**config.mk**
```make
export PLATFORM = sky130hd
export DESIGN_NAME = gate_sweep_ctrl
export DESIGN_NICKNAME = d
export VERILOG_FILES = /design/src/rtl/gate_sweep_ctrl.sv
export SDC_FILE = /design/constraint.sdc
export NUM_CORES = 1
export LEC_CHECK = 0
export CAP_MARGIN = 40
export CORE_MARGIN = 3
export CORE_UTILIZATION = 43
export CTS_CLUSTER_SIZE = 10
export DETAILED_ROUTE_END_ITERATION = 6
export PLACE_DENSITY = 0.66
export SLEW_MARGIN = 10
export SYNTH_ARGS = -nofsm -noshare
export SYNTH_HDL_FRONTEND = slang
export SYNTH_SLANG_ARGS = --single-unit
export TNS_END_PERCENT = 50
```
**constraint.sdc**
```tcl
create_clock -name clk -period 1.8 [get_ports clk]
set_clock_uncertainty 0.05 [all_clocks]
set_input_delay 0.36 -clock clk [delete_from_list [all_inputs] [get_ports clk]]
set_output_delay 0.36 -clock clk [all_outputs]
set_load 0.05 [all_outputs]
```
**src/rtl/gate_sweep_ctrl.sv**
```systemverilog
// Bring-up sequencer for 2-input gate cells: sweeps {A,B}, settles,
// samples Out against an expected truth table and reports mismatches.
module gate_sweep_ctrl #(
  parameter int         SETTLE_CYCLES = 2,
  parameter int         PASSES        = 2,
  parameter logic [3:0] EXPECT        = 4'b0111
) (
  input  logic       clk,
  input  logic       rst,
  input  logic       start,
  input  logic       Out,
  output logic       A,
  output logic       B,
  output logic       busy,
  output logic       done,
  output logic       pass,
  output logic [7:0] err_count,
  output logic [3:0] fail_vec
);

  typedef enum logic [1:0] {
    IDLE,
    SETTLE,
    SAMPLE,
    DONE
  } state_t;

  localparam logic [3:0] SETTLE_LD = 4'(SETTLE_CYCLES);
  localparam logic [7:0] LAST_PASS = 8'(PASSES - 1);

  state_t     state;
  logic [1:0] idx;
  logic [7:0] pcnt;
  logic [3:0] scnt;
  logic       miss;

  // X or Z on Out must count as a failure, hence the case inequality
  assign miss = (Out !== EXPECT[idx]);

  always_ff @(posedge clk or posedge rst) begin
    if (rst) begin
      state     <= IDLE;
      A         <= 1'b0;
      B         <= 1'b0;
      busy      <= 1'b0;
      done      <= 1'b0;
      pass      <= 1'b0;
      err_count <= 8'd0;
      fail_vec  <= 4'd0;
      idx       <= 2'd0;
      pcnt      <= 8'd0;
      scnt      <= 4'd0;
    end else begin
      done <= 1'b0;
      unique case (state)
        IDLE: begin
          A    <= 1'b0;
          B    <= 1'b0;
          busy <= 1'b0;
          if (start) begin
            idx       <= 2'd0;
            pcnt      <= 8'd0;
            err_count <= 8'd0;
            fail_vec  <= 4'd0;
            pass      <= 1'b0;
            scnt      <= SETTLE_LD;
            busy      <= 1'b1;
            state     <= SETTLE;
          end
        end
        SETTLE: begin
          scnt <= scnt - 4'd1;
          if (scnt == 4'd1) state <= SAMPLE;
        end
        SAMPLE: begin
          if (miss) begin
            if (err_count != 8'hff) err_count <= err_count + 8'd1;
            fail_vec[idx] <= 1'b1;
          end
          if (idx != 2'd3) begin
            idx    <= idx + 2'd1;
            {A, B} <= idx + 2'd1;
            scnt   <= SETTLE_LD;
            state  <= SETTLE;
          end else if (pcnt < LAST_PASS) begin
            idx    <= 2'd0;
            {A, B} <= 2'd0;
            pcnt   <= pcnt + 8'd1;
            scnt   <= SETTLE_LD;
            state  <= SETTLE;
          end else begin
            {A, B} <= 2'd0;
            state  <= DONE;
          end
        end
        DONE: begin
          // err_count already includes the final vector's update
          done  <= 1'b1;
          pass  <= (err_count == 8'd0);
          busy  <= 1'b0;
          state <= IDLE;
        end
        default: state <= IDLE;
      endcase
    end
  end

endmodule

```
Word-level counts from Yosys, hierarchy flattened
Index checks and enable logic that the tools add are counted.
{ "word_totals": {"ff_bits": 33, "input_bits": 4, "out_inout_bits": 17, "word_cells": 82} }
{ "classes": {"n_addsub": 4, "n_lt_le_gt_ge": 3, "n_eq_ne": 14, "n_mux": 36, "bitwise": 1, "n_reduce_logical": 13} }
{ "ops": {"columns": ["op", "count"], "rows": [
  ["8-bit 2-to-1 mux", 5],
  ["8-bit case mux with 2 select lines", 2],
  ["4-bit 2-to-1 mux", 5],
  ["8-bit by 1-bit adder with 8-bit output (second input constant)", 2],
  ["2-bit 2-to-1 mux", 7],
  ["2-bit inequality test (second input constant)", 7],
  ["4-bit case mux with 3 select lines", 1],
  ["3-bit AND reduction", 3],
  ["8-bit logical NOT", 1],
  ["8-bit by 1-bit < comparator with 1-bit output (second input constant)", 1],
  ["8-bit inequality test (second input constant)", 1],
  ["1-bit case mux with 2 select lines", 4],
  ["2-bit case mux with 4 select lines", 1],
  ["4-bit case mux with 2 select lines", 1],
  ["4-bit AND reduction", 2],
  ["1-bit 2-to-1 mux", 7],
  ["2-bit == test (second input constant)", 2],
  ["4-bit by 1-bit == test with 1-bit output (second input constant)", 1],
  ["4-bit OR", 1],
  ["2-bit case mux with 2 select lines", 1],
  ["2-bit AND reduction", 2],
  ["2-bit nonzero test", 2],
  ["4-bit by 1-bit subtractor with 4-bit output (second input constant)", 1],
  ["2-bit by 3-bit < comparator with 1-bit output (second input constant)", 1],
  ["other kinds (10)", 10]
]} }

Logic depth before layout (Yosys ltp)
Gate-level depths: netlist (run 1).
{ "depth": {"ltp_word": 7, "ltp_mapped": 8, "ltp_nobuf": 6} }

Worst setup path after synthesis (run 1)
OpenSTA, ideal clock, no wires.
{ "synth_path": {"path_type": "register to register", "from": "register err_count[1]", "to": "register err_count[2]", "setup_time_ns": 0.120, "arrival_time_ns": 1.784, "slack_ns": -0.154, "path_stages_with_launch": 6, "path_cell_list": "dfrtp_1 ha_1 nand2_1 nor3_1 nor2_1 a31o_2"} }
{ "synth_between": {"elab_chain_len": 4} }
{ "synth_lines": {"columns": ["element", "line", "rtl"], "rows": [
  ["start: declaration", "17", "output logic [7:0] err_count,"],
  ["start signal: assignment", "77", "if (err_count != 8'hff) err_count <= err_count + 8'd1;"],
  ["8-bit by 1-bit adder with 8-bit output", "77", null],
  ["8-bit 2-to-1 mux", "77", null],
  ["8-bit 2-to-1 mux", "76", "if (miss) begin"],
  ["8-bit case mux with 2 select lines", "55", "unique case (state)"]
]} }
Parallel ways exist; a longest one is shown, timed or not. The select of a mux whose other input is x is not followed.
A chain may end at the register's enable or synchronous reset.

Worst setup path in the final report (run 1)
{ "layout_path": {"from": "register pcnt[1]", "to": "register scnt[2]"} }
{ "layout_between": {"elab_chain_len": 3} }
{ "layout_lines": {"columns": ["element", "line", "rtl"], "rows": [
  ["start: declaration", "33", "logic [7:0] pcnt;"],
  ["start signal: assignment", "88", "pcnt <= pcnt + 8'd1;"],
  ["8-bit by 1-bit < comparator with 1-bit output", "85", "end else if (pcnt < LAST_PASS) begin"],
  ["3-bit inequality test (no line)", null, null],
  ["3-bit AND reduction (no line)", null, null],
  ["end signal: assignment", "72", "scnt <= scnt - 4'd1;"],
  ["end: declaration", "34", "logic [3:0] scnt;"]
]} }
No other way between the ends.

==> results of run 1 <==
==> worst min-delay path by stage <==
| stage | startpoint | end | slack, ns |
|---|---|---|---|
| floorplan | pcnt[7]$_DFFE_PP0P_ | pcnt[7]$_DFFE_PP0P_ | 0.41 |
| global placement | busy$_DFFE_PP0P_ | busy$_DFFE_PP0P_ | 0.42 |
| detailed placement | pcnt[7]$_DFFE_PP0P_ | pcnt[7]$_DFFE_PP0P_ | 0.42 |
| CTS | pcnt[7]$_DFFE_PP0P_ | pcnt[7]$_DFFE_PP0P_ | 0.44 |
| global route | pcnt[7]$_DFFE_PP0P_ | pcnt[7]$_DFFE_PP0P_ | 0.46 |
| finish | pcnt[7]$_DFFE_PP0P_ | pcnt[7]$_DFFE_PP0P_ | 0.43 |
==> metal layers <==
metal  track usage  wire length (um)
met5             0                 0
met4       0.07021                31
met3       0.03741               162
met1        0.2550              2028
met2        0.2859              2153
==> sequential cells by signal, summed over array words and instances (netlist names), 2 cells and up <==
register and count:
err_count 8, pcnt 8, fail_vec 4, scnt 4, idx 2, state 2
==> stage by stage <==
stage | instances | setup slack (ns) | utilization | total power (uW) | area (sq um)
2_1_floorplan | 183 | -0.02604 | - | 2423 | 1798
3_3_place_gp | 277 | -0.2163 | 0.5847 | 3162 | 2237
3_5_place_dp | 277 | -0.2862 | 0.5847 | 3221 | 2237
4_1_cts | 290 | -0.08727 | 0.6324 | 3915 | 2420
5_1_grt | 291 | -0.1328 | 0.6485 | 4265 | 2481
6_report | 291 | -0.04331 | 0.6485 | 3992 | 2481
==> final cells by class <==
cell class              instances  area (sq um)  area share
flip-flops and latches         33         828.3      0.3338
multi-input cells             132          1006      0.4054
clock buffers                   7         86.33     0.03480
inverters                      14         52.55     0.02118
repair buffers                 57         447.9      0.1805
well taps                      48         60.06     0.02421
==> kinds of logic (layout without fill, tap and decap cells) <==
| kind of cell | count (synthesis) | in the layout | synth area share |
|---|---|---|---|
| xor gates and xnor gates | 1 | 1 | 0.004899 |
| buffers and inverters | 18 | 78 | 0.03849 |
| AOI/OAI and AO/OA | 43 | 43 | 0.1652 |
| adders and majority gates | 14 | 14 | 0.09797 |
| and+or+nand+nor | 70 | 70 | 0.2092 |
| muxes | 4 | 4 | 0.02239 |
| DFF | 33 | 33 | 0.4619 |
==> power by group through the flow <==
stage               registers (uW)  clock network [uW]  logic [uW]
finish                        1120                 553        2320
detailed placement            1120                   0        2100
floorplan                     1520                   0         898
global placement              1110                   0        2050
global route                  1150                 605        2510
CTS                           1110                 573        2230
==> worst max-delay path: stages (launching register included) <==
cell and delay [ns]:
dfrtp_1 0.39, inv_2 0.09, ha_4 0.12, or4b_4 0.50
o21ba_4 0.28, o41ai_2 0.20, o21ai_1 0.10
==> synth_stat cells (2+ instances only) <==
cell      instances  area, sq um
o21a_1            2        15.01
a31o_2            2        17.52
nor4_1            2        12.51
a21oi_1           9        45.04
nand2b_1          5        31.28
nand4_1           4        25.02
inv_1            14        52.55
nor2_1           16        60.06
o31ai_1           2        15.01
o21ai_0           6        30.03
dfrtp_1          33        825.8
nand3_1           7        35.03
or3_1             2        12.51
nor3_1            5        25.02
nor4b_1           2        17.52
and2_1            4        25.02
o41ai_1           2        17.52
ha_1             14        175.2
mux2i_1           4        40.04
a31oi_1           6        37.54
nand2_1          12        45.04
o21ai_1           2        10.01
or4_1             2        15.01
clkbuf_1          3        11.26
nor2b_1           3        18.77
==> repair_timing <==
item / CTS / global route
setup endpoints to repair: 24 / 18
setup buffers: 6 / 1
pin swaps: 5 / 5
resized for setup: 11 / 13
cloned: 0 / 0
==> results.py, run 1 <==
metrics = {
    "global_routing": {
        "grt_overflow": 0,
        "grt_usage": 0.1853,
        "grt_pass1_vias": 1595,
        "grt_pass1_wl_um": 7348,
        "grt_max_degree": 34,
        "antenna_found_initial": 0,
    },
    "logic_synthesis": {
        "seq_area_frac_synth": 0.4619,
        "synth_cells": 183,
        "syn_area_per_cell_sq_um": 9.770,
        "async_flop_share": 1.000,
        "ys.flop_type": "dfrtp_1",
        "synth_nets": 201,
        "ys_ff_latch": 33,
        "synth_edf_count": 0,
        "yosysUniqueCellTypes": 45,
        "ys_warn_count": 0,
        "synthesis.area_sq_um": 1788,
    },
    "placement": {
        "gp_congestion": 0.9126,
        "numPortBuffers": 20,
        "hpwl_um": 3127,
    },
    "pwr": {
        "comb_power_share": 0.581,
        "power_frac_seq": 0.280,
        "leakagePower_uw": 0.001179,
        "p_sw_frac": 0.4429,
        "p_int_uw": 2224,
        "vdd_ir_drop_max_mv": 1.274,
        "clockPowerShare": 0.139,
        "powerDensity_nw_per_um2": 1609,
        "switchingPower_uw": 1768,
    },
    "job": {
        "drv_cap": 0,
    },
    "floorplan": {
        "die_area_sq_um": 4968,
        "row_count": 22,
        "core_area_sq_um": 3826,
        "start_util": 0.4673,
        "fp.dieW_um": 70.49,
        "fp.dieH_um": 70.49,
        "io_pins": 21,
    },
    "routing": {
        "wirelength_um": 4375,
        "drcViolationCount": 0,
        "first_pass_iters": 4,
        "drtAntennaViolNets": 0,
        "wl_per_cell_um": 15.03,
        "vias_per_cell": 5.381,
        "drtIter0Drc": 134,
        "vias": 1566,
    },
    "clock_tree": {
        "cts_sinks": 33,
        "ctsLongestPathBuffers": 2,
        "cts_tree": "built",
        "root_buffer": "clkbuf_8",
        "cts_max_level": 2,
        "cts_made_buffers": 5,
        "cts_hold_buf": 0,
        "clk-insertion-delay-late_ns": 0.28,
        "clk_pin_slew_ns": 0.06,
    },
    "critical_path": {
        "startpoint": "pcnt[1]$_DFFE_PP0P_",
        "ff2ff_path_depth": 6,
        "worst_setup_path_start_kind": "flop",
        "crit_path_max_fanout": 5,
        "r2r-end": "scnt[2]$_DFFE_PP0P_",
        "worstSetupEndpoint": "scnt[2]$_DFFE_PP0P_",
        "rr_startpoint": "pcnt[1]$_DFFE_PP0P_",
        "end_kind": "flop",
        "crit_type": "reg2reg",
        "cp_data_required_time_ns": 1.90,
        "worst_ep_arrival_time_ns": 1.95,
        "r2r_slack_ns": -0.04,
    },
    "timing": {
        "fin_hold_ws_ns": 0.4333,
        "fin_crit_sh": 1.024,
        "rsz0062_at_grt": "true",
        "setup_viol": 4,
        "slew_viol_final": 0,
        "fmax_ghz": 0.5425,
        "finalCriticalPeriod_ns": 1.843,
        "fin_tns_setup_ns": -0.1091,
        "worst_slack_ns": -0.04331,
        "hold_viol": 0,
        "slew_headroom": 0.7191,
        "worstMarginPinSlew_ns": 0.4213,
    },
    "cells_and_area": {
        "drive_above_1_share": 0.3663,
        "n_antenna_cell": 0,
        "layout_commonest_cell": "buf_4",
        "syn2layout_area_growth_pct": 38.77,
        "layout_common_cells": "buf_4 (53), dfrtp_1 (31), nor2_1 (15)",
        "fill_cells": 307,
        "nets": 261,
    },
    "outcome": {
        "violations": "setup timing",
        "status": "finished with violations",
    },
    "worst_hold_path": {
        "hold_depth": 1,
        "hp-class": "reg2reg",
    },
}
(Power assumes the default switching activity.)
==> run 2: changes to the inputs <==
ABC_AREA = 1   (was default)
==> results.py, run 2 <==
metrics = {
    "clock_tree": {
        "cts_max_level": 2,
        "cts_hold_buf": 0,
        "clk_pin_slew_ns": 0.07,
        "clk-insertion-delay-late_ns": 0.28,
        "root_buffer": "clkbuf_8",
        "cts_made_buffers": 5,
        "cts_sinks": 33,
        "ctsLongestPathBuffers": 2,
        "cts_tree": "built",
    },
    "critical_path": {
        "end_kind": "flop",
        "crit_path_max_fanout": 14,
        "r2r_slack_ns": 0.13,
        "crit_slowest_cell": "dfrtp_1",
        "cp.buffers_inverters": 1,
        "rr_startpoint": "state[0]$_DFFE_PP0P_",
        "path_delay_family": "simple AND/OR/NAND/NOR gates",
        "cp_data_required_time_ns": 1.97,
        "r2r-end": "err_count[2]$_DFFE_PP0P_",
        "ff2ff_path_depth": 7,
        "path_cells": "inv_1 -> ha_2 -> nand3_1 -> nand3b_2 -> nand2_8 -> nand2_1 -> o21ai_2",
        "worst_ep_arrival_time_ns": 1.83,
        "crit_type": "reg2reg",
        "critPathMaxStageDelay_ns": 0.42,
        "worst_setup_path_start_kind": "flop",
    },
    "floorplan": {
        "start_util": 0.4651,
        "row_count": 23,
        "core_area_sq_um": 4173,
        "io_pins": 21,
        "die_area_sq_um": 5355,
        "fp.dieW_um": 73.18,
        "fp.dieH_um": 73.18,
    },
    "global_routing": {
        "antenna_found_initial": 0,
        "grt_pass1_wl_um": 6541,
        "grt_usage": 0.1579,
        "grt_overflow": 0,
        "grt_pass1_vias": 1464,
        "grt_max_degree": 34,
    },
    "logic_synthesis": {
        "synth_commonest_cells": "nand2_1 (65), dfrtp_1 (33), inv_1 (29)",
        "ys.flop_type": "dfrtp_1",
        "synth_nets": 253,
        "synth_edf_count": 0,
        "seq_area_frac_synth": 0.4255,
        "synthesis.area_sq_um": 1941,
        "yosysMostFrequentCell": "nand2_1",
        "synth_area_leaders": "dfrtp_1 (43%), nand2_1 (13%), ha_1 (9.0%), inv_1 (5.6%), nand3_1 (4.9%)",
        "synth_top_area_frac": 0.4255,
        "syn_area_per_cell_sq_um": 8.258,
        "async_flop_share": 1.000,
        "synth_top_area_cell": "dfrtp_1",
        "ys_ff_latch": 33,
        "yosysUniqueCellTypes": 30,
        "synth_cells": 235,
        "ys_warn_count": 0,
    },
    "routing": {
        "vias": 1504,
        "wl_met3_um": 146,
        "wl_met2_um": 1641,
        "top_layer_used": "met4",
        "first_pass_iters": 4,
        "wirelength_um": 3709,
        "wirelength_met1_um": 1853,
        "vias_per_cell": 4.744,
        "drcViolationCount": 0,
        "wl_per_cell_um": 11.70,
        "drtIter0Drc": 70,
        "drtAntennaViolNets": 0,
    },
    "pwr": {
        "p_int_uw": 1981,
        "powerDensity_nw_per_um2": 1626,
        "switchingPower_uw": 1806,
        "vdd_ir_drop_max_mv": 0.5570,
        "leakagePower_uw": 0.001188,
        "clockPowerShare": 0.147,
        "power_frac_seq": 0.294,
        "p_sw_frac": 0.4768,
        "comb_power_share": 0.559,
    },
    "cells_and_area": {
        "reg_top3": "err_count (8), pcnt (8)",
        "final_cell_area_sq_um": 2330,
        "stdcell_count": 317,
        "layout_common_cells": "nand2_1 (64), dfrtp_1 (32), inv_1 (29)",
        "n_antenna_cell": 0,
        "syn2layout_area_growth_pct": 20.05,
        "layout_commonest_cell": "nand2_1",
        "final_util": 0.5583,
        "drive_above_1_share": 0.2397,
        "nets": 285,
        "fill_cells": 379,
    },
    "placement": {
        "numPortBuffers": 20,
        "gp_congestion": 0.8542,
        "place_area_sq_um": 2225,
        "hpwl_um": 2692,
        "dp.cells": 310,
    },
    "timing": {
        "setup_viol": 0,
        "worstMarginPinSlew_ns": 0.4319,
        "finalCriticalPeriod_ns": 1.668,
        "slew_viol_final": 0,
        "fmax_ghz": 0.5995,
        "slew_headroom": 0.7121,
        "fin_hold_ws_ns": 0.4222,
        "fin_crit_sh": 0.9267,
        "hold_viol": 0,
        "fin_tns_setup_ns": 0,
    },
    "outcome": {
        "status": "completed",
    },
    "job": {
        "drv_cap": 0,
    },
    "worst_hold_path": {
        "hp-class": "in2async",
    },
}
==> run 2: cell types whose count changed in the layout (fill, tap and decap cells not counted), sizes merged, moves of 4 or more <==
cell	change
o21ai	+4
buf	-29
nand2b	-5
mux2i	-4
nand2	+63
nand3	+12
nor2	+7
and2	-5
inv	+21
a31oi	-6
nor3	-4
==> run 2: repair_timing <==
item	CTS	global route
resized for setup	0	4
setup endpoints to repair	0	26
setup buffers	0	0
==> run 2: per-stage QoR <==
stage	setup WS, ns	total power (uW)
final	0.1319	3787
after floorplan	0.003663	2724
after CTS	0.01018	3796
after detailed placement	0.04139	3216
after global routing	-0.004453	4118
after global placement	0.03101	3192
==> run 2: power groups by stage <==
stage,Clock [uW],Combinational [uW],Sequential (uW)
6_report,556,2120,1110
3_3_place_gp,0,2070,1120
2_1_floorplan,0,1280,1440
4_1_cts,583,2100,1110
5_1_grt,604,2370,1140
3_5_place_dp,0,2090,1130
==> run 2: layout make-up <==
class / count / area, sq um / area share
inverters: 35 / 133.9 / 0.05747
clock buffers: 7 / 86.33 / 0.03706
repair buffers: 28 / 255.2 / 0.1096
well taps: 50 / 62.56 / 0.02685
flip-flops and latches: 33 / 827.0 / 0.3550
multi-input cells: 164 / 964.7 / 0.4141
==> run 2: worst max-delay path by stage <==
| stage | start | to | depth (start not counted) |
|---|---|---|---|
| detailed placement | state[0]$_DFFE_PP0P_ | pcnt[1]$_DFFE_PP0P_ | 7 |
| finish | state[0]$_DFFE_PP0P_ | err_count[2]$_DFFE_PP0P_ | 7 |
| CTS | state[0]$_DFFE_PP0P_ | pcnt[0]$_DFFE_PP0P_ | 7 |
| global placement | start | err_count[2]$_DFFE_PP0P_ | 8 |
| floorplan | err_count[0]$_DFFE_PP0P_ | err_count[5]$_DFFE_PP0P_ | 8 |
| global route | state[0]$_DFFE_PP0P_ | err_count[1]$_DFFE_PP0P_ | 7 |
==> run 2: cells by family (layout without fill, tap and decap cells) <==
kind of cell	count (synthesis)	in the layout	share of synthesized area
DFF	33	33	0.4255
buffers and inverters	38	70	0.08704
AOI/OAI and AO/OA	25	25	0.08317
and+or+nand+nor	123	123	0.3050
adders and majority gates	14	14	0.09027
xor gates and xnor gates	2	2	0.009028
==> run 2: per-layer routing <==
metal / track usage / vias up
met5: 0 / -
met4: 0.05943 / 0
met3: 0.04821 / 8
met2: 0.2433 / 25
met1: 0.2078 / 678
li1: - / 793
==> run 2: tightest hold or removal path, stage by stage <==
cell,delay (ns)
clkdlybuf4s50_1,0.39
inv_1,0.05
buf_4,0.38
==> run 3: changes to the inputs <==
HOLD_SLACK_MARGIN = 0.1   (was default)
PLACE_DENSITY = default   (was 0.66)
clock period = 2.15 ns   (was 1.8 ns; I/O delays follow)
==> results.py, run 3 (same netlist as run 2, synthesis figures left out) <==
metrics = {
    "critical_path": {
        "crit_type": "reg2out",
        "cp_data_required_time_ns": 1.67,
        "cp.buffers_inverters": 1,
        "path_cells": "clkdlybuf4s50_1",
        "crit_slowest_cell": "clkdlybuf4s50_1",
        "crit_path_max_fanout": 6,
        "worst_ep_arrival_time_ns": 1.58,
        "worst_setup_path_start_kind": "flop",
        "r2r_slack_ns": 0.26,
        "end_kind": "output pin",
        "critPathMaxStageDelay_ns": 0.85,
        "path_delay_family": "buffers and inverters",
    },
    "routing": {
        "wirelength_um": 3754,
        "drtIter0Drc": 42,
        "vias": 1499,
        "drcViolationCount": 0,
        "first_pass_iters": 4,
        "drtAntennaViolNets": 0,
        "vias_per_cell": 4.774,
        "wl_per_cell_um": 11.96,
    },
    "clock_tree": {
        "cts_tree": "built",
        "cts_sinks": 33,
        "cts_setup_buffers": 0,
        "cts_max_level": 2,
        "cts_resized": 0,
        "clk-insertion-delay-late_ns": 0.28,
        "cts_made_buffers": 5,
        "ctsLongestPathBuffers": 2,
        "cts_hold_buf": 0,
        "root_buffer": "clkbuf_8",
        "clk_pin_slew_ns": 0.06,
    },
    "cells_and_area": {
        "nets": 282,
        "n_antenna_cell": 0,
        "layout_commonest_cell": "nand2_1",
        "layout_common_cells": "nand2_1 (65), dfrtp_1 (33), inv_1 (29)",
        "reg_top3": "err_count (8), pcnt (8)",
        "drive_above_1_share": 0.1629,
        "fill_cells": 398,
        "syn2layout_area_growth_pct": 17.73,
    },
    "timing": {
        "worst_slack_ns": 0.08566,
        "slew_viol_final": 0,
        "slew_headroom": 0.6659,
        "finalCriticalPeriod_ns": 2.064,
        "setup_viol": 0,
        "fmax_ghz": 0.4844,
        "hold_viol": 0,
        "fin_crit_sh": 0.9602,
        "worstMarginPinSlew_ns": 0.4996,
        "rsz0062_at_grt": "false",
        "fin_tns_setup_ns": 0,
    },
    "outcome": {
        "status": "completed",
    },
    "floorplan": {
        "row_count": 23,
        "die_area_sq_um": 5355,
        "core_area_sq_um": 4173,
        "io_pins": 21,
        "start_util": 0.4651,
        "fp.dieH_um": 73.18,
        "fp.dieW_um": 73.18,
    },
    "pwr": {
        "leakagePower_uw": 0.001141,
        "vdd_ir_drop_max_mv": 0.6023,
        "powerDensity_nw_per_um2": 1371,
    },
    "global_routing": {
        "grt_usage": 0.1610,
        "grt_pass1_wl_um": 6603,
        "grt_pass1_vias": 1428,
        "antenna_found_initial": 0,
        "grt_max_degree": 34,
        "grt_overflow": 0,
    },
    "job": {
        "drv_cap": 0,
    },
    "placement": {
        "gp_congestion": 0.8352,
        "pre_cts_ws_ns": 0.2288,
        "hpwl_um": 2770,
        "numPortBuffers": 20,
    },
    "worst_hold_path": {
        "hp-class": "reg2reg",
    },
}
==> run 3: changes by cell type in the layout (fill, tap and decap cells not counted), sizes merged <==
cell | before | now
clkdlybuf4s50 | 3 | 17
buf | 25 | 8
==> run 3: per-layer routing <==
layer | vias up | GRT usage | wire [um]
met2 | 21 | 0.2413 | 1632
met5 | - | 0 | 0
li1 | 789 | - | -
met3 | 9 | 0.03581 | 111
met4 | 0 | 0.08197 | 92
met1 | 680 | 0.2168 | 1918
==> run 3: cell type report <==
cell class,instances,area (sq um),area share
Multi-Input combinational cell,164,945.9,0.4140
Sequential cell,33,825.8,0.3614
Timing Repair Buffer,25,230.2,0.1008
Inverter,35,133.9,0.05860
Clock buffer,7,86.33,0.03779
Tap cell,50,62.56,0.02738
==> run 3: power by group <==
part           switching (uW)  internal (uW)
Combinational            1140            589
Clock                     218            254
Sequential                140            790
==> run 3: path summary, 6_finish.rpt <==
check	startpoint	end	cells past startpoint
setup / recovery	err_count[6]$_DFFE_PP0P_	err_count[6]	1
hold / removal	busy$_DFFE_PP0P_	busy$_DFFE_PP0P_	2
setup reg to reg	state[0]$_DFFE_PP0P_	err_count[1]$_DFFE_PP0P_	9
hold reg to reg	busy$_DFFE_PP0P_	busy$_DFFE_PP0P_	2
max in group asynchronous	rst	scnt[1]$_DFFE_PP0P_	3
min in group asynchronous	rst	err_count[1]$_DFFE_PP0P_	3
==> run 3: worst min-delay path: cells and delay by family, from the launching register on <==
kind | cells | cell delay [ns]
simple gates | 1 | 0.05
flops | 1 | 0.35
compound gates | 1 | 0.06
==> run 3: stage by stage <==
stage	std cells	total power (uW)	hold WS [ns]	instance area (sq um)	util
final	314	3132	0.4392	2285	0.5475
after global routing	314	3391	0.4611	2285	0.5475
after CTS	314	3174	0.4401	2285	0.5475
after detailed placement	307	2680	0.4247	2198	0.5268
after global placement	307	2673	0.4143	2198	0.5268
after floorplan	235	2279	0.4145	1941	-
==> patch 1, RTL diff (settings of run 3) <==
Reset style: synchronous (`rst`), changed in one clocked block.
--- a/src/rtl/gate_sweep_ctrl.sv
+++ b/src/rtl/gate_sweep_ctrl.sv
@@ -37,7 +37,7 @@
   // X or Z on Out must count as a failure, hence the case inequality
   assign miss = (Out !== EXPECT[idx]);
 
-  always_ff @(posedge clk or posedge rst) begin
+  always_ff @(posedge clk) begin
     if (rst) begin
       state     <= IDLE;
       A         <= 1'b0;
Function: differs if rst is asserted again (counterexample within 4 cycles, from zero or initial values and one cycle with rst high); with rst held inactive, the same outputs for 10 cycles.
==> patch 1 against run 3 <==
Utilization up 1.5 points. Sequential cell count unchanged. Final area down 6.5%. Power down 19%. Routed wire length down 2.0%. Worst setup slack better by 0.0084 ns. Area after synthesis down 9.0%. Critical endpoint is now err_count[3].
==> patch 1: results (changes against run 3) <==
<table>
<tr><th>Metric</th><th>Value</th></tr>
<tr><th colspan="2">Status</th></tr>
<tr><td>Run status</td><td>finished, final reports clean (unchanged)</td></tr>
<tr><th colspan="2">Yosys</th></tr>
<tr><td>Adder and majority gate portion of the synthesized area</td><td>9.92% (was 9.03%)</td></tr>
<tr><td>Cell types with the largest area share after synthesis</td><td>sky130_fd_sc_hd__dfxtp_1 37%, sky130_fd_sc_hd__nand2_1 12%, sky130_fd_sc_hd__ha_1 9.9% (was sky130_fd_sc_hd__dfrtp_1 43%, sky130_fd_sc_hd__nand2_1 13%, sky130_fd_sc_hd__ha_1 9.0%)</td></tr>
<tr><td>Synthesized-area fraction occupied by xor and xnor cells</td><td>0.992% (was 0.903%)</td></tr>
<tr><td>Post-synthesis cell type count</td><td>27 (was 30)</td></tr>
<tr><th colspan="2">Pwr</th></tr>
<tr><td>Power of the combinational group</td><td>1.15 mW (was 1.73 mW)</td></tr>
<tr><td>Switching power</td><td>1.08 mW (was 1.50 mW)</td></tr>
<tr><td>Clock net power</td><td>0.601 mW (was 0.472 mW)</td></tr>
<tr><th colspan="2">Hold path</th></tr>
<tr><td>Worst Min Path Start</td><td>pcnt[6] (was busy)</td></tr>
<tr><td>Hold endpoint</td><td>pcnt[6] (was busy)</td></tr>
<tr><th colspan="2">Global routing</th></tr>
<tr><td>Via count of the first global-routing pass</td><td>1452 (was 1428)</td></tr>
<tr><td>Met2 routing resource usage after global routing</td><td>25.1% (was 24.1%)</td></tr>
<tr><td>Total GRT Usage</td><td>16.2% (was 16.1%)</td></tr>
<tr><th colspan="2">Final layout</th></tr>
<tr><td>Sequential share of cell area</td><td>30.9% (was 36.1%)</td></tr>
<tr><td>Non-clock inverter total of the final layout</td><td>39 (was 35)</td></tr>
<tr><td>Fraction of area in multi-input gates</td><td>43.8% (was 41.4%)</td></tr>
<tr><td>Data-path buffer share of cell area in the final layout</td><td>10.1% (about the same)</td></tr>
<tr><td>Layout multi-input combinational cell count</td><td>171 (was 164)</td></tr>
<tr><td>Number of filler instances in the final layout</td><td>377 (was 398)</td></tr>
<tr><th colspan="2">Critical path</th></tr>
<tr><td>Reg-to-Reg Start</td><td>state[0] (unchanged)</td></tr>
<tr><td>CP Capture Point</td><td>err_count[3] (was err_count[6])</td></tr>
<tr><td>Endpoint of the worst register-to-register path</td><td>pcnt[1] (was err_count[1])</td></tr>
<tr><th colspan="2">Timing</th></tr>
<tr><td>Slew HR</td><td>66.6% (about the same)</td></tr>
<tr><td>Highest clock frequency the design can meet</td><td>486 MHz (was 484 MHz)</td></tr>
<tr><th colspan="2">Detailed routing</th></tr>
<tr><td>First-iteration detailed-routing DRC count</td><td>110 (was 42)</td></tr>
<tr><th colspan="2">Placement</th></tr>
<tr><td>RePlAce Congestion</td><td>0.865 (was 0.835)</td></tr>
<tr><td>Post-DP HPWL</td><td>2660 um (was 2770 um)</td></tr>
</table>
-- patch 1: changes by cell type after synthesis, moves of 3 or more --
cell and delta:
sky130_fd_sc_hd__dfrtp_1 -33, sky130_fd_sc_hd__dfxtp_1 +33, sky130_fd_sc_hd__a21oi_1 +13, sky130_fd_sc_hd__nor2_1 +13
sky130_fd_sc_hd__inv_1 +8, sky130_fd_sc_hd__nand2_1 -7, sky130_fd_sc_hd__nand2_2 -7, sky130_fd_sc_hd__o21ai_2 -6
sky130_fd_sc_hd__o21ai_1 -5, sky130_fd_sc_hd__inv_2 -4, sky130_fd_sc_hd__nor3_1 +3, sky130_fd_sc_hd__o21ai_0 +3
-- patch 1: through the flow --
step | hold WS [ns] | area [um2] | cells
6_report | 0.389 | 2140 | 321
5_1_grt | 0.404 | 2140 | 321
4_1_cts | 0.391 | 2140 | 321
3_5_place_dp | 0.379 | 2020 | 313
3_3_place_gp | 0.378 | 2020 | 313
2_1_floorplan | 0.369 | 1770 | 246
==> patch 2, RTL diff (flow settings as in run 3) <==
Made on the original files. Change the parameter `EXPECT` from 4'b0111 to 4'b0100.
--- a/src/rtl/gate_sweep_ctrl.sv
+++ b/src/rtl/gate_sweep_ctrl.sv
@@ -3,7 +3,7 @@
 module gate_sweep_ctrl #(
   parameter int         SETTLE_CYCLES = 2,
   parameter int         PASSES        = 2,
-  parameter logic [3:0] EXPECT        = 4'b0111
+  parameter logic [3:0] EXPECT        = 4'b0100
 ) (
   input  logic       clk,
   input  logic       rst,
Function: changed (a bounded check fails within 10 cycles, from zero or initial values and one cycle with rst high).
==> patch 2 against run 3 <==
Worst setup slack is essentially flat. Sequential cell count unchanged. Power is 10% lower. Sequential share of layout area up 0.099 points. Count of clock-buffer cells in the layout fell by 2. Die area rose by 0.64%. Register-to-register slack improved by 0.05 ns. Area after synthesis rose by 0.71%. Final area fell by 0.27%. Non-clock buffer count down 2. First-iteration DRC count rose by 76%. Routed wire length is 1.7% lower.
==> patch 2: results (changes against run 3) <==
<table>
<tr><th>Metric</th><th>Value</th></tr>
<tr><th colspan="2">Critical path</th></tr>
<tr><td>Endpoint of the worst register-to-register path</td><td>err_count[4] (was err_count[1])</td></tr>
<tr><td>Endpoint arrival time on the critical path</td><td>1.58 ns (about the same)</td></tr>
<tr><td>Setup slack on the worst flop-to-flop path</td><td>0.31 ns (was 0.26 ns)</td></tr>
<tr><td>CP max stage cell</td><td>sky130_fd_sc_hd__clkdlybuf4s50_1 (unchanged)</td></tr>
<tr><th colspan="2">Status</th></tr>
<tr><td>Run status</td><td>finished, final reports clean (unchanged)</td></tr>
<tr><th colspan="2">Yosys</th></tr>
<tr><td>Synth warn</td><td>0 (unchanged)</td></tr>
<tr><td>Post-synthesis cell type count</td><td>26 (was 30)</td></tr>
<tr><td>Post-synthesis sequential area ratio</td><td>42.3% (was 42.6%)</td></tr>
<tr><td>Total nets after synthesis</td><td>257 (was 253)</td></tr>
<tr><td>Commonest cells post-synth</td><td>65 x sky130_fd_sc_hd__nand2_1, 37 x sky130_fd_sc_hd__inv_1, 33 x sky130_fd_sc_hd__dfrtp_1 (was 65 x sky130_fd_sc_hd__nand2_1, 33 x sky130_fd_sc_hd__dfrtp_1, 29 x sky130_fd_sc_hd__inv_1)</td></tr>
<tr><th colspan="2">Global routing</th></tr>
<tr><td>Via count of the first global-routing pass</td><td>1432 (was 1428)</td></tr>
<tr><td>Total GRT Usage</td><td>16.1% (about the same)</td></tr>
<tr><td>Global-route wire length before repair</td><td>6620 um (was 6600 um)</td></tr>
<tr><th colspan="2">Final layout</th></tr>
<tr><td>Number of filler instances in the final layout</td><td>443 (was 398)</td></tr>
<tr><td>Fraction of layout cells with a size suffix above 1</td><td>9.81% (was 16.3%)</td></tr>
<tr><td>Post-layout net count</td><td>284 (was 282)</td></tr>
<tr><th colspan="2">Timing</th></tr>
<tr><td>Slew HR</td><td>66.1% (was 66.6%)</td></tr>
<tr><td>Setup Viol. Count Final</td><td>0 (unchanged)</td></tr>
<tr><th colspan="2">Placement</th></tr>
<tr><td>RePlAce Congestion</td><td>0.767 (was 0.835)</td></tr>
<tr><td>Post-placement setup slack</td><td>0.265 ns (was 0.229 ns)</td></tr>
<tr><th colspan="2">Detailed routing</th></tr>
<tr><td>First-iteration detailed-routing DRC count</td><td>74 (was 42)</td></tr>
<tr><td>Avg WL per Cell</td><td>11.7 um (was 12.0 um)</td></tr>
<tr><td>Post-detailed-route via-to-cell ratio</td><td>4.74 (was 4.77)</td></tr>
<tr><th colspan="2">Pwr</th></tr>
<tr><td>Share of total power consumed by net switching</td><td>47.3% (was 47.9%)</td></tr>
<tr><td>Leak</td><td>1.13 nW (was 1.14 nW)</td></tr>
<tr><td>Worst ir drop on vdd</td><td>0.694 mV (was 0.602 mV)</td></tr>
<tr><th colspan="2">Hold path</th></tr>
<tr><td>Worst Min Path Start</td><td>A (was busy)</td></tr>
</table>
==> patch 2: changes by cell type in the layout (fill, tap and decap cells not counted), sizes merged, moves of 3 or more <==
cell	change
inv	+4
nand3	+3
a21oi	-3
nand2	-5
buf	-5
nor2	+7
==> patch 2: kinds of logic (layout without fill, tap and decap cells) <==
| group | Yosys count | after routing | synth area share, % |
|---|---|---|---|
| compound gates | 21 | 21 | 6.79 |
| xor+xnor | 3 | 3 | 1.34 |
| fa+ha+maj | 14 | 14 | 8.96 |
| buf+inv | 42 | 68 | 9.41 |
| flops | 33 | 33 | 42.3 |
| simple gates | 126 | 126 | 31.2 |
==> patch 2: repair_timing <==
action,CTS,global route
setup endpoints to repair,0,1
buffers inserted,0,0
resized for setup,0,1
==> patch 2: worst max path at each step <==
| stage | startpoint | endpoint | slack [ns] | depth (start not counted) |
|---|---|---|---|---|
| 3_3_place_gp | start | err_count[1] | 0.31 | 6 |
| 4_1_cts | err_count[3] | err_count[3] | 0.03 | 1 |
| 3_5_place_dp | start | err_count[4] | 0.27 | 6 |
| 5_1_grt | err_count[2] | err_count[2] | 0.03 | 1 |
| 6_report | err_count[6] | err_count[6] | 0.09 | 1 |
| 2_1_floorplan | err_count[1] | err_count[1] | 0.45 | 8 |
==> patch 2: cell type report <==
cell class	count	area share (%)
Clock buffer	5	3.02
Multi-Input combinational cell	164	41.5
Inverter	39	6.43
Timing Repair Buffer	23	9.88
Tap cell	50	2.75
Clock inverter	1	0.220
Sequential cell	33	36.2
==> patch 2: worst register-to-register path: cells and delay by family, from the launching register on <==
kind	cells	cell delay, ns
simple gates	4	0.44
fa+ha+maj	1	0.39
compound gates	1	0.06
buf+inv	3	0.42
flops	1	0.41
==> patch 2: metal layers <==
metal / routed length, um / GRT usage, % / up-vias
li1: - / - / 796
met1: 1980 / 22.1 / 659
met4: 78 / 6.84 / 0
met2: 1460 / 23.0 / 29
met3: 175 / 5.34 / 8
met5: 0 / 0 / -
==> patch 2: stage by stage <==
stage	hold WS, ns	cell area [um2]	instances
3_5_place_dp	0.422	2200	309
3_3_place_gp	0.428	2200	309
5_1_grt	0.454	2280	315
4_1_cts	0.441	2280	315
2_1_floorplan	0.414	1950	239
6_report	0.433	2280	315
==> patch 2: power by group through the flow <==
stage | sequential [mW] | combinational [mW] | clock [mW]
floorplan | 1.11 | 0.981 | 0
global placement | 0.899 | 1.49 | 0
detailed placement | 0.900 | 1.50 | 0
CTS | 0.891 | 1.51 | 0.452
global route | 0.915 | 1.68 | 0.475
finish | 0.891 | 1.49 | 0.431
